$ cat config.mk
export PLATFORM = sky130hd
export DESIGN_NAME = bsg_manycore_reset_sequencer
export DESIGN_NICKNAME = d
export VERILOG_FILES = /design/src/rtl/bsg_manycore_reset_seq_pkg.sv /design/src/rtl/bsg_counter_saturating.sv /design/src/rtl/bsg_manycore_reset_sequencer.sv
export SDC_FILE = /design/constraint.sdc
export NUM_CORES = 1
export LEC_CHECK = 0
export CAP_MARGIN = 20
export CORE_MARGIN = 4
export CORE_UTILIZATION = 46
export CTS_CLUSTER_SIZE = 24
export DETAILED_ROUTE_END_ITERATION = 6
export GPL_ROUTABILITY_DRIVEN = 1
export MAX_ROUTING_LAYER = met4
export PLACE_DENSITY = 0.71
export SYNTH_ARGS = -nofsm -noshare
export SYNTH_HDL_FRONTEND = slang
export SYNTH_SLANG_ARGS = --single-unit
$ cat constraint.sdc
create_clock -name clk_i -period 2.16 [get_ports clk_i]
set_clock_uncertainty 0.2 [all_clocks]
set_input_delay 0.432 -clock clk_i [delete_from_list [all_inputs] [get_ports clk_i]]
set_output_delay 0.432 -clock clk_i [all_outputs]
set_load 0.02 [all_outputs]
$ cat src/rtl/bsg_manycore_reset_seq_pkg.sv
// Shared types and defaults for the manycore bring-up reset sequencer.
//   state_e       : sequencer FSM states (3-bit encoding)
//   default_*     : default values for the hold length and the two watchdogs
package bsg_manycore_reset_seq_pkg;

  typedef enum logic [2:0] {
    WAIT_TAG = 3'd0,
    HOLD     = 3'd1,
    LOAD     = 3'd2,
    RUN      = 3'd3,
    DONE     = 3'd4,
    ERROR    = 3'd5
  } state_e;

  localparam int default_hold_cycles_lp = 3;
  localparam int default_tag_timeout_lp = 4096;
  localparam int default_run_timeout_lp = 0;
  localparam int default_ctr_width_lp   = 32;

endpackage

$ cat src/rtl/bsg_counter_saturating.sv
// Up-counter with synchronous clear and enable that sticks at all-ones.
//   clk_i, reset_i : clock, synchronous active-high reset
//   clear_i        : synchronous clear to zero
//   en_i           : count enable
//   count_o        : registered count
module bsg_counter_saturating #(
  parameter int width_p = 8
) (
  input  logic               clk_i,
  input  logic               reset_i,
  input  logic               clear_i,
  input  logic               en_i,
  output logic [width_p-1:0] count_o
);

  always_ff @(posedge clk_i) begin
    if (reset_i || clear_i)
      count_o <= '0;
    else if (en_i && (count_o != {width_p{1'b1}}))
      count_o <= count_o + width_p'(1);
  end

endmodule

$ cat src/rtl/bsg_manycore_reset_sequencer.sv
// Bring-up sequencer for the manycore harness: waits for tag programming,
// holds core reset a fixed number of cycles, enables the SPMD loader and
// counts run cycles until finish or watchdog expiry.
//   clk_i, reset_i : clock, synchronous active-high reset
//   tag_done_i     : tag programming complete (level)
//   loader_done_i  : SPMD loader finished (level)
//   finish_v_i     : finish packet received (one-cycle pulse)
//   core_reset_o   : reset to manycore array / IO complex
//   loader_en_o    : SPMD loader enable
//   running_o      : high in LOAD and RUN
//   done_o         : sticky program-finished flag
//   error_o        : sticky tag/run timeout flag
//   run_cycles_o   : cycles spent in RUN (saturating)
module bsg_manycore_reset_sequencer
  import bsg_manycore_reset_seq_pkg::*;
#(
  parameter int hold_cycles_p = default_hold_cycles_lp,
  parameter int tag_timeout_p = default_tag_timeout_lp,
  parameter int run_timeout_p = default_run_timeout_lp,
  parameter int ctr_width_p   = default_ctr_width_lp
) (
  input  logic                   clk_i,
  input  logic                   reset_i,
  input  logic                   tag_done_i,
  input  logic                   loader_done_i,
  input  logic                   finish_v_i,
  output logic                   core_reset_o,
  output logic                   loader_en_o,
  output logic                   running_o,
  output logic                   done_o,
  output logic                   error_o,
  output logic [ctr_width_p-1:0] run_cycles_o
);

  // Keep at least one bit so a disabled tag watchdog still elaborates.
  localparam int tag_w_lp = (tag_timeout_p > 0) ? $clog2(tag_timeout_p + 1) : 1;
  localparam logic [tag_w_lp-1:0]    tag_last_lp =
    tag_w_lp'((tag_timeout_p > 0) ? tag_timeout_p - 1 : 0);
  localparam logic [ctr_width_p-1:0] run_last_lp =
    ctr_width_p'((run_timeout_p > 0) ? run_timeout_p - 1 : 0);
  localparam logic [7:0]             hold_last_lp = 8'(hold_cycles_p);

  if (hold_cycles_p < 1 || hold_cycles_p > 255) begin : g_bad_hold
    $error("hold_cycles_p must be in 1..255");
  end

  state_e                 state_r;
  logic [tag_w_lp-1:0]    tag_cnt;
  logic [7:0]             hold_cnt;
  logic                   tag_to_hit, run_to_hit;

  assign tag_to_hit = (tag_timeout_p != 0) && (tag_cnt == tag_last_lp);
  assign run_to_hit = (run_timeout_p != 0) && (run_cycles_o == run_last_lp);

  bsg_counter_saturating #(.width_p(tag_w_lp)) tag_ctr (
    .clk_i   (clk_i),
    .reset_i (reset_i),
    .clear_i ((state_r != WAIT_TAG) || tag_done_i),
    .en_i    (state_r == WAIT_TAG),
    .count_o (tag_cnt)
  );

  // Cleared while outside HOLD so it starts from zero on entry.
  bsg_counter_saturating #(.width_p(8)) hold_ctr (
    .clk_i   (clk_i),
    .reset_i (reset_i),
    .clear_i (state_r != HOLD),
    .en_i    (state_r == HOLD),
    .count_o (hold_cnt)
  );

  // Neither the finish cycle nor the watchdog-trip cycle is counted, and
  // the count freezes once RUN is left.
  bsg_counter_saturating #(.width_p(ctr_width_p)) run_ctr (
    .clk_i   (clk_i),
    .reset_i (reset_i),
    .clear_i (1'b0),
    .en_i    ((state_r == RUN) && !finish_v_i && !run_to_hit),
    .count_o (run_cycles_o)
  );

  always_ff @(posedge clk_i) begin
    if (reset_i) begin
      state_r      <= WAIT_TAG;
      core_reset_o <= 1'b1;
      loader_en_o  <= 1'b0;
      running_o    <= 1'b0;
      done_o       <= 1'b0;
      error_o      <= 1'b0;
    end else begin
      case (state_r)
        WAIT_TAG: begin
          // tag_done_i wins over a same-cycle timeout
          if (tag_done_i)
            state_r <= HOLD;
          else if (tag_to_hit) begin
            state_r <= ERROR;
            error_o <= 1'b1;
          end
        end
        HOLD: begin
          if (hold_cnt == hold_last_lp) begin
            state_r      <= LOAD;
            core_reset_o <= 1'b0;
            loader_en_o  <= 1'b1;
            running_o    <= 1'b1;
          end
        end
        LOAD: begin
          if (finish_v_i) begin
            state_r     <= DONE;
            done_o      <= 1'b1;
            running_o   <= 1'b0;
            loader_en_o <= 1'b0;
          end else if (loader_done_i)
            state_r <= RUN;
        end
        RUN: begin
          if (finish_v_i) begin
            state_r     <= DONE;
            done_o      <= 1'b1;
            running_o   <= 1'b0;
            loader_en_o <= 1'b0;
          end else if (run_to_hit) begin
            state_r      <= ERROR;
            error_o      <= 1'b1;
            core_reset_o <= 1'b1;
            running_o    <= 1'b0;
            loader_en_o  <= 1'b0;
          end
        end
        DONE, ERROR: state_r <= state_r;
        default: begin
          state_r      <= ERROR;
          error_o      <= 1'b1;
          core_reset_o <= 1'b1;
          running_o    <= 1'b0;
          loader_en_o  <= 1'b0;
        end
      endcase
    end
  end

`ifndef SYNTHESIS
  finish_pulse_a: assert property (@(posedge clk_i) disable iff (reset_i)
    !(finish_v_i && $past(finish_v_i)));
`endif

endmodule
==> flow_summary.toml, run 1 <==
[finish]
fillers = 571
final_cell_mix = "51 x buf_4, 50 x nor2_1, 48 x dfxtp_1"
n_antenna_cell = 0
regArea_mm2 = 0.00122
final_util_pct = 63.4
layout-drive-gt1-share_pct = 24.0
nNetsFinal = 460
syn2layout_area_growth_pct = 33.9
layout_commonest_cell = "buf_4"
multi_input_area_mm2 = 0.00192

[setup_path]
crit_chain = "buf_4 > clkdlybuf4s50_1"
max_stage_delay_ns = 0.60
crit_type = "flip-flop to primary output"
worstSetupStartpointType = "flip-flop"
crit_fanout = 4
endpoint_kind = "primary output"
cp.arrival_ns = 1.47
cp_slowest_cell = "clkdlybuf4s50_1"
cp_top_family = "buffers and inverters"
critical_path_buf_inv_count = 2
crit_required_ns = 1.53

[synth]
synth_cell_types = 60
synth_area_leader_cell = "dfxtp_1"
synth-seq-cells = 60
synth_ff_type = "dfxtp_1"
syn-num-nets = 377
avgSynthCellArea_um2 = 8.79
synthTopCellsByArea = "dfxtp_1 37%, nor2_1 6.0%, a21oi_1 3.9%"
synth-seq-area-share_pct = 37.3
synth_edf_count = 0
syn_area_mm2 = 0.00322
ys_async_sr_fraction_pct = 0
synth_top_area_share_pct = 37.3
synth_warnings = 0
synthCells = 366

[die]
die-area_mm2 = 0.00840
fp.dieH_um = 91.6
ioPinCount = 42
chipWidth_um = 91.6
core_mm2 = 0.00679
row_count = 30
start_util_pct = 47.3

[routing]
dr.first_iter.drc_count = 144
first_pass_iters = 4
drt_wl_total_um = 7440
drt-wirelength-per-cell_um = 13.5
viasPerCell = 5.37
ant_nets = 0
drc = 0
vias = 2952

[pwr]
p_per_area_mw_per_mm2 = 689
leakagePower_nw = 1.57
max-vdd-ir-drop_mv = 0.469

[global_routing]
grt_pass1_wl_um = 12900
grt-ovfl-total = 0
grt_pass1_vias = 2853
grt_max_degree = 19
groute.usage.overall_pct = 19.3
antenna_found_initial = 0

[clock_network]
cts_buffers = 9
path_clk_slew_ns = 0.07
root_buffer = "clkbuf_8"
cts_sinks = 60
clk_path_buf_depth = 2
htreeDepth = 3
holdBufCountCts = 0
insertion_delay_ns = 0.34
tritoncts = "done"

[timing]
max_freq_ghz = 0.475
drv_slew = 0
tightest_slew_ns = 0.460
min_period_ns = 2.10
slew_headroom_pct = 69.1
hold_viol_final = 0
setup_ws_ns = 0.0551
period_share_pct = 97.4
setup_viol = 0

[placed_design]
gp_congestion = 0.872
pre_cts_ws_ns = -0.293
dpl.hpwl_um = 5460
numPortBuffers = 41

[min_path]
hold_class = "flip-flop to flip-flop"

[outcome]
outcome = "finished, final reports clean"

[job]
max_cap_viol_count = 0
-- through the flow --
stage | hold WS [ns] | TNS, ns | instance area [µm²] | power, W | instances
2_1_floorplan | 0.254 | -0.0250 | 3260 | 0.00171 | 366
3_3_place_gp | 0.254 | -6.21 | 4030 | 0.00189 | 533
3_5_place_dp | 0.270 | -5.86 | 4030 | 0.00190 | 533
4_1_cts | 0.285 | 0 | 4240 | 0.00297 | 549
5_1_grt | 0.312 | -0.0182 | 4310 | 0.00311 | 550
6_report | 0.280 | 0 | 4310 | 0.00297 | 550
-- synth_stat cells (2+ instances only) --
cell type	count
nand4_1	14
or4_1	12
nand2_1	16
buf_4	4
and3_2	3
inv_1	8
nand4_2	3
a31oi_1	2
and4_1	4
mux2_1	2
a211oi_1	6
o31ai_1	10
and3_1	3
clkbuf_1	11
mux2i_1	2
nor2b_1	5
buf_6	2
nand3_1	21
nand2b_1	5
xor2_1	14
o21ai_0	10
xnor2_1	13
or3_1	7
clkbuf_8	3
o41ai_1	2
a21oi_1	25
nor4_1	3
nor3_1	6
nor3b_1	2
ha_1	6
dfxtp_1	60
and2_1	3
nor2_1	51
mux2_2	2
-- power breakdown --
group | total (W) | internal (W) | switching (W) | leakage, nW
registers | 0.00119 | 0.00115 | 0.0000415 | 0.491
clock network | 0.00107 | 0.000638 | 0.000435 | 0.0990
logic | 0.000701 | 0.000298 | 0.000402 | 0.981
total | 0.00297 | 0.00209 | 0.000879 | 1.57
-- area by class of cell --
class,count,area share (%)
tap,96,2.79
clock buffer,10,2.96
timing repair buffer,93,18.7
inverter,8,0.697
multi-input combinational,277,44.6
clock inverter,6,1.83
sequential,60,28.3
-- per-layer routing --
metal	vias to the layer above	part of all wire [%]	track usage (%)
met4	0	2.1	9.42
met5	-	0	-
met3	12	3.7	3.12
met1	1384	46	23.9
li1	1505	-	-
met2	51	48	30.5
-- registers in the layout, summed over array words and instances, names as in the netlist --
register / cells
run_ctr.count_o: 32
core_reset_o: 1
state_r: 3
done_o: 1
running_o: 1
tag_ctr.count_o: 13
hold_ctr.count_o: 8
error_o: 1
-- repair_timing --
item	4_1_cts	5_1_grt
gates resized for setup	0	16
setup buffers	0	1
endpoints found under the setup margin	0	22
-- cell families (layout without fill, tap and decap cells) --
logic type	Yosys count	in the layout	synth area share [%]
AND/OR/NAND/NOR	170	170	30.7
XOR/XNOR	27	27	7.35
AO/OA/AOI/OAI	68	68	14.9
multiplexers	6	6	2.02
buffers and inverters	29	117	5.29
adder cells (fa/ha/maj)	6	6	2.33
flip-flops	60	60	37.3
-- final timing paths --
check,start,endpoint,slack [ns],cells after the start
worst max-delay path,run_ctr.count_o[15]$_SDFFE_PP0P_,run_cycles_o[15],0.06,2
worst min-delay path,core_reset_o$_SDFFE_PP1P_,core_reset_o$_SDFFE_PP1P_,0.28,2
worst max register to register,run_ctr.count_o[26]$_SDFFE_PP0P_,run_ctr.count_o[23]$_SDFFE_PP0P_,0.08,6
worst min register to register,core_reset_o$_SDFFE_PP1P_,core_reset_o$_SDFFE_PP1P_,0.28,2
-- worst reg2reg max path, cell delays in order (launching register included) --
cell       delay, ns
dfxtp_2         0.35
and4_2          0.24
and3_2          0.25
a2111oi_4       0.34
buf_4           0.17
nand4_1         0.11
mux2_1          0.31
No activity file was read; power rests on OpenSTA's default activity.
==> inputs of run 2 (changes only) <==
--- a/config.mk
+++ b/config.mk
@@ -6,5 +6,5 @@
 export NUM_CORES = 1
 export LEC_CHECK = 0
-export CAP_MARGIN = 20
+export CAP_MARGIN = 10
 export CORE_MARGIN = 4
 export CORE_UTILIZATION = 46
@@ -13,5 +13,5 @@
 export GPL_ROUTABILITY_DRIVEN = 1
 export MAX_ROUTING_LAYER = met4
-export PLACE_DENSITY = 0.71
+export PLACE_DENSITY = 0.82
 export SYNTH_ARGS = -nofsm -noshare
 export SYNTH_HDL_FRONTEND = slang
--- a/constraint.sdc
+++ b/constraint.sdc
@@ -3,3 +3,3 @@
 set_input_delay 0.432 -clock clk_i [delete_from_list [all_inputs] [get_ports clk_i]]
 set_output_delay 0.432 -clock clk_i [all_outputs]
-set_load 0.02 [all_outputs]
+set_load 0.05 [all_outputs]
==> run 2 against run 1 <==
Against the previous run:
- total power down 3.9%
- critical path type is now flip-flop to flip-flop
- sequential power hardly changed
- setup slack got worse by 0.034 ns
- cell count fell by 1.8%
- highest routed layer unchanged
- wire length rose by 5.5%
- fmax down 1.6%
- global-route usage about the same
- final area decreased by 3.0%
- largest power group unchanged
- utilization decreased by 1.9 points
- critical path depth is 4 higher
==> flow_summary.toml, run 2 (synthesis results as in run 1) <==
[finish]
top_regs = "run_ctr.count_o: 32 flops, tag_ctr.count_o: 13 flops, hold_ctr.count_o: 8 flops"
final_cell_mix = "63 x buf_4, 50 x nor2_1, 27 x dfxtp_1, 27 x dfxtp_2, 24 x a21oi_1"
nNetsFinal = 450
n_antenna_cell = 0
layout-drive-gt1-share_pct = 32.2
syn2layout_area_growth_pct = 29.9
layout_commonest_cell = "buf_4"
largest_reg_flops = 32
regMostFlops = "run_ctr.count_o"

[die]
core_mm2 = 0.00679
chipWidth_um = 91.6
die-area_mm2 = 0.00840
fp.dieH_um = 91.6
start_util_pct = 47.3
row_count = 30
ioPinCount = 42

[placed_design]
pre_cts_ws_ns = -0.357
gp_congestion = 0.871
dpl.hpwl_um = 5480
numPortBuffers = 41

[clock_network]
clk_path_buf_depth = 2
cts_sinks = 60
insertion_delay_ns = 0.34
htreeDepth = 3
holdBufCountCts = 0
cts_buffers = 9
tritoncts = "done"
root_buffer = "clkbuf_8"
path_clk_slew_ns = 0.07

[global_routing]
grt_pass1_wl_um = 12900
grt-ovfl-total = 0
grt_pass1_vias = 2864
groute.usage.overall_pct = 19.2
antenna_found_initial = 0
grt_max_degree = 21

[setup_path]
cp.arrival_ns = 2.17
crit_fanout = 3
critical_path_buf_inv_count = 0
crit_chain = "ha_4 > nand4_4 > or2_4 > a2111oi_4 > and4_1 > mux2_4"
endpoint_kind = "flip-flop"
crit_type = "flip-flop to flip-flop"
timing.rr.end = "run_ctr.count_o[20]$_SDFFE_PP0P_"
crit_required_ns = 2.19
reg2reg_slack_ns = 0.02
worstSetupStartpointType = "flip-flop"
cp_slowest_cell = "dfxtp_4"
max_stage_delay_ns = 0.36
worst_r2r_path_depth = 6
reg2reg_from = "run_ctr.count_o[1]$_SDFFE_PP0P_"
cp_top_family = "simple AND/OR/NAND/NOR gates"

[pwr]
leakagePower_nw = 1.68
max-vdd-ir-drop_mv = 0.476
power_w = 0.00285
p_per_area_mw_per_mm2 = 683

[job]
max_cap_viol_count = 0

[timing]
setup_ws_ns = 0.0206
slew_headroom_pct = 65.5
period_share_pct = 99.0
hold_viol_final = 0
rsz0062_at_grt = "yes"
max_freq_ghz = 0.467
min_period_ns = 2.14
drv_slew = 0
tightest_slew_ns = 0.516
setup_viol = 0

[min_path]
hold-path-cell-count = 2
holdPathEnd = "done_o$_SDFFE_PP0P_"
hold_class = "flip-flop to flip-flop"
hold_path_startpoint = "done_o$_SDFFE_PP0P_"

[routing]
first_pass_iters = 7
drt_wl_total_um = 7850
viasPerCell = 5.59
drt-wirelength-per-cell_um = 14.5
ant_nets = 0
dr.first_iter.drc_count = 192
vias = 3016
drc = 0

[outcome]
outcome = "finished, final reports clean"
run 2: changes by cell type in the layout (fill, tap and decap cells not counted), moves of 3 or more:
cell	change
dfxtp_2	+17
clkinv_1	-3
dfxtp_4	+4
dlymetal6s2s_1	+5
buf_4	+12
dfxtp_1	-21
clkdlybuf4s50_1	-35
dlygate4sd2_1	+8
run 2: per-stage QoR:
stage | TNS, ns | area (µm²) | cells | util, % | hold WS, ns
floorplan | -0.134 | 3280 | 366 | - | 0.254
global placement | -6.13 | 3900 | 520 | 57.5 | 0.258
detailed placement | -7.26 | 3900 | 520 | 57.5 | 0.263
CTS | 0 | 4100 | 538 | 60.3 | 0.283
global route | -0.206 | 4180 | 540 | 61.5 | 0.302
finish | 0 | 4180 | 540 | 61.5 | 0.271
run 2: layout make-up:
cell class	instances	area (µm²)
fill	567	2620
multi-input combinational	277	1920
sequential	60	1260
timing repair buffer	83	679
clock buffer	14	163
tap	96	120
inverter	8	30.0
clock inverter	2	10.0
run 2: how the worst max path moves through the flow:
stage / start / to / slack (ns) / cells after the start
after floorplan: run_ctr.count_o[0]$_SDFFE_PP0P_ / run_ctr.count_o[20]$_SDFFE_PP0P_ / -0.12 / 7
final: run_ctr.count_o[1]$_SDFFE_PP0P_ / run_ctr.count_o[20]$_SDFFE_PP0P_ / 0.02 / 6
after CTS: run_ctr.count_o[16]$_SDFFE_PP0P_ / run_cycles_o[16] / 0.004 / 1
after global placement: finish_v_i / run_ctr.count_o[20]$_SDFFE_PP0P_ / -0.29 / 6
after detailed placement: finish_v_i / run_ctr.count_o[7]$_SDFFE_PP0P_ / -0.36 / 6
after global routing: run_ctr.count_o[1]$_SDFFE_PP0P_ / run_ctr.count_o[20]$_SDFFE_PP0P_ / -0.09 / 6
run 2: layer usage:
| layer | vias up | GRT usage, % | wire length [µm] |
|---|---|---|---|
| met5 | - | - | 0 |
| met4 | 0 | 6.53 | 125 |
| met3 | 17 | 5.66 | 406 |
| met2 | 84 | 30.9 | 3870 |
| met1 | 1433 | 23.1 | 3440 |
| li1 | 1482 | - | - |
run 2: power by group:
group	switching, W	internal (W)	leakage, nW
logic	0.000449	0.000308	1.09
clock network	0.000439	0.000477	0.0905
registers	0.0000325	0.00115	0.503
total	0.000920	0.00193	1.68
run 2: repair_timing:
item,4_1_cts,5_1_grt
pin swaps,0,11
setup endpoints to repair,15,23
gates resized for setup,13,18
buffers inserted,2,2
run 2: worst register-to-register path, cell delays in order (launching register included):
cell,delay [ns]
dfxtp_4,0.36
ha_4,0.15
nand4_4,0.12
or2_4,0.30
a2111oi_4,0.33
and4_1,0.27
mux2_4,0.30
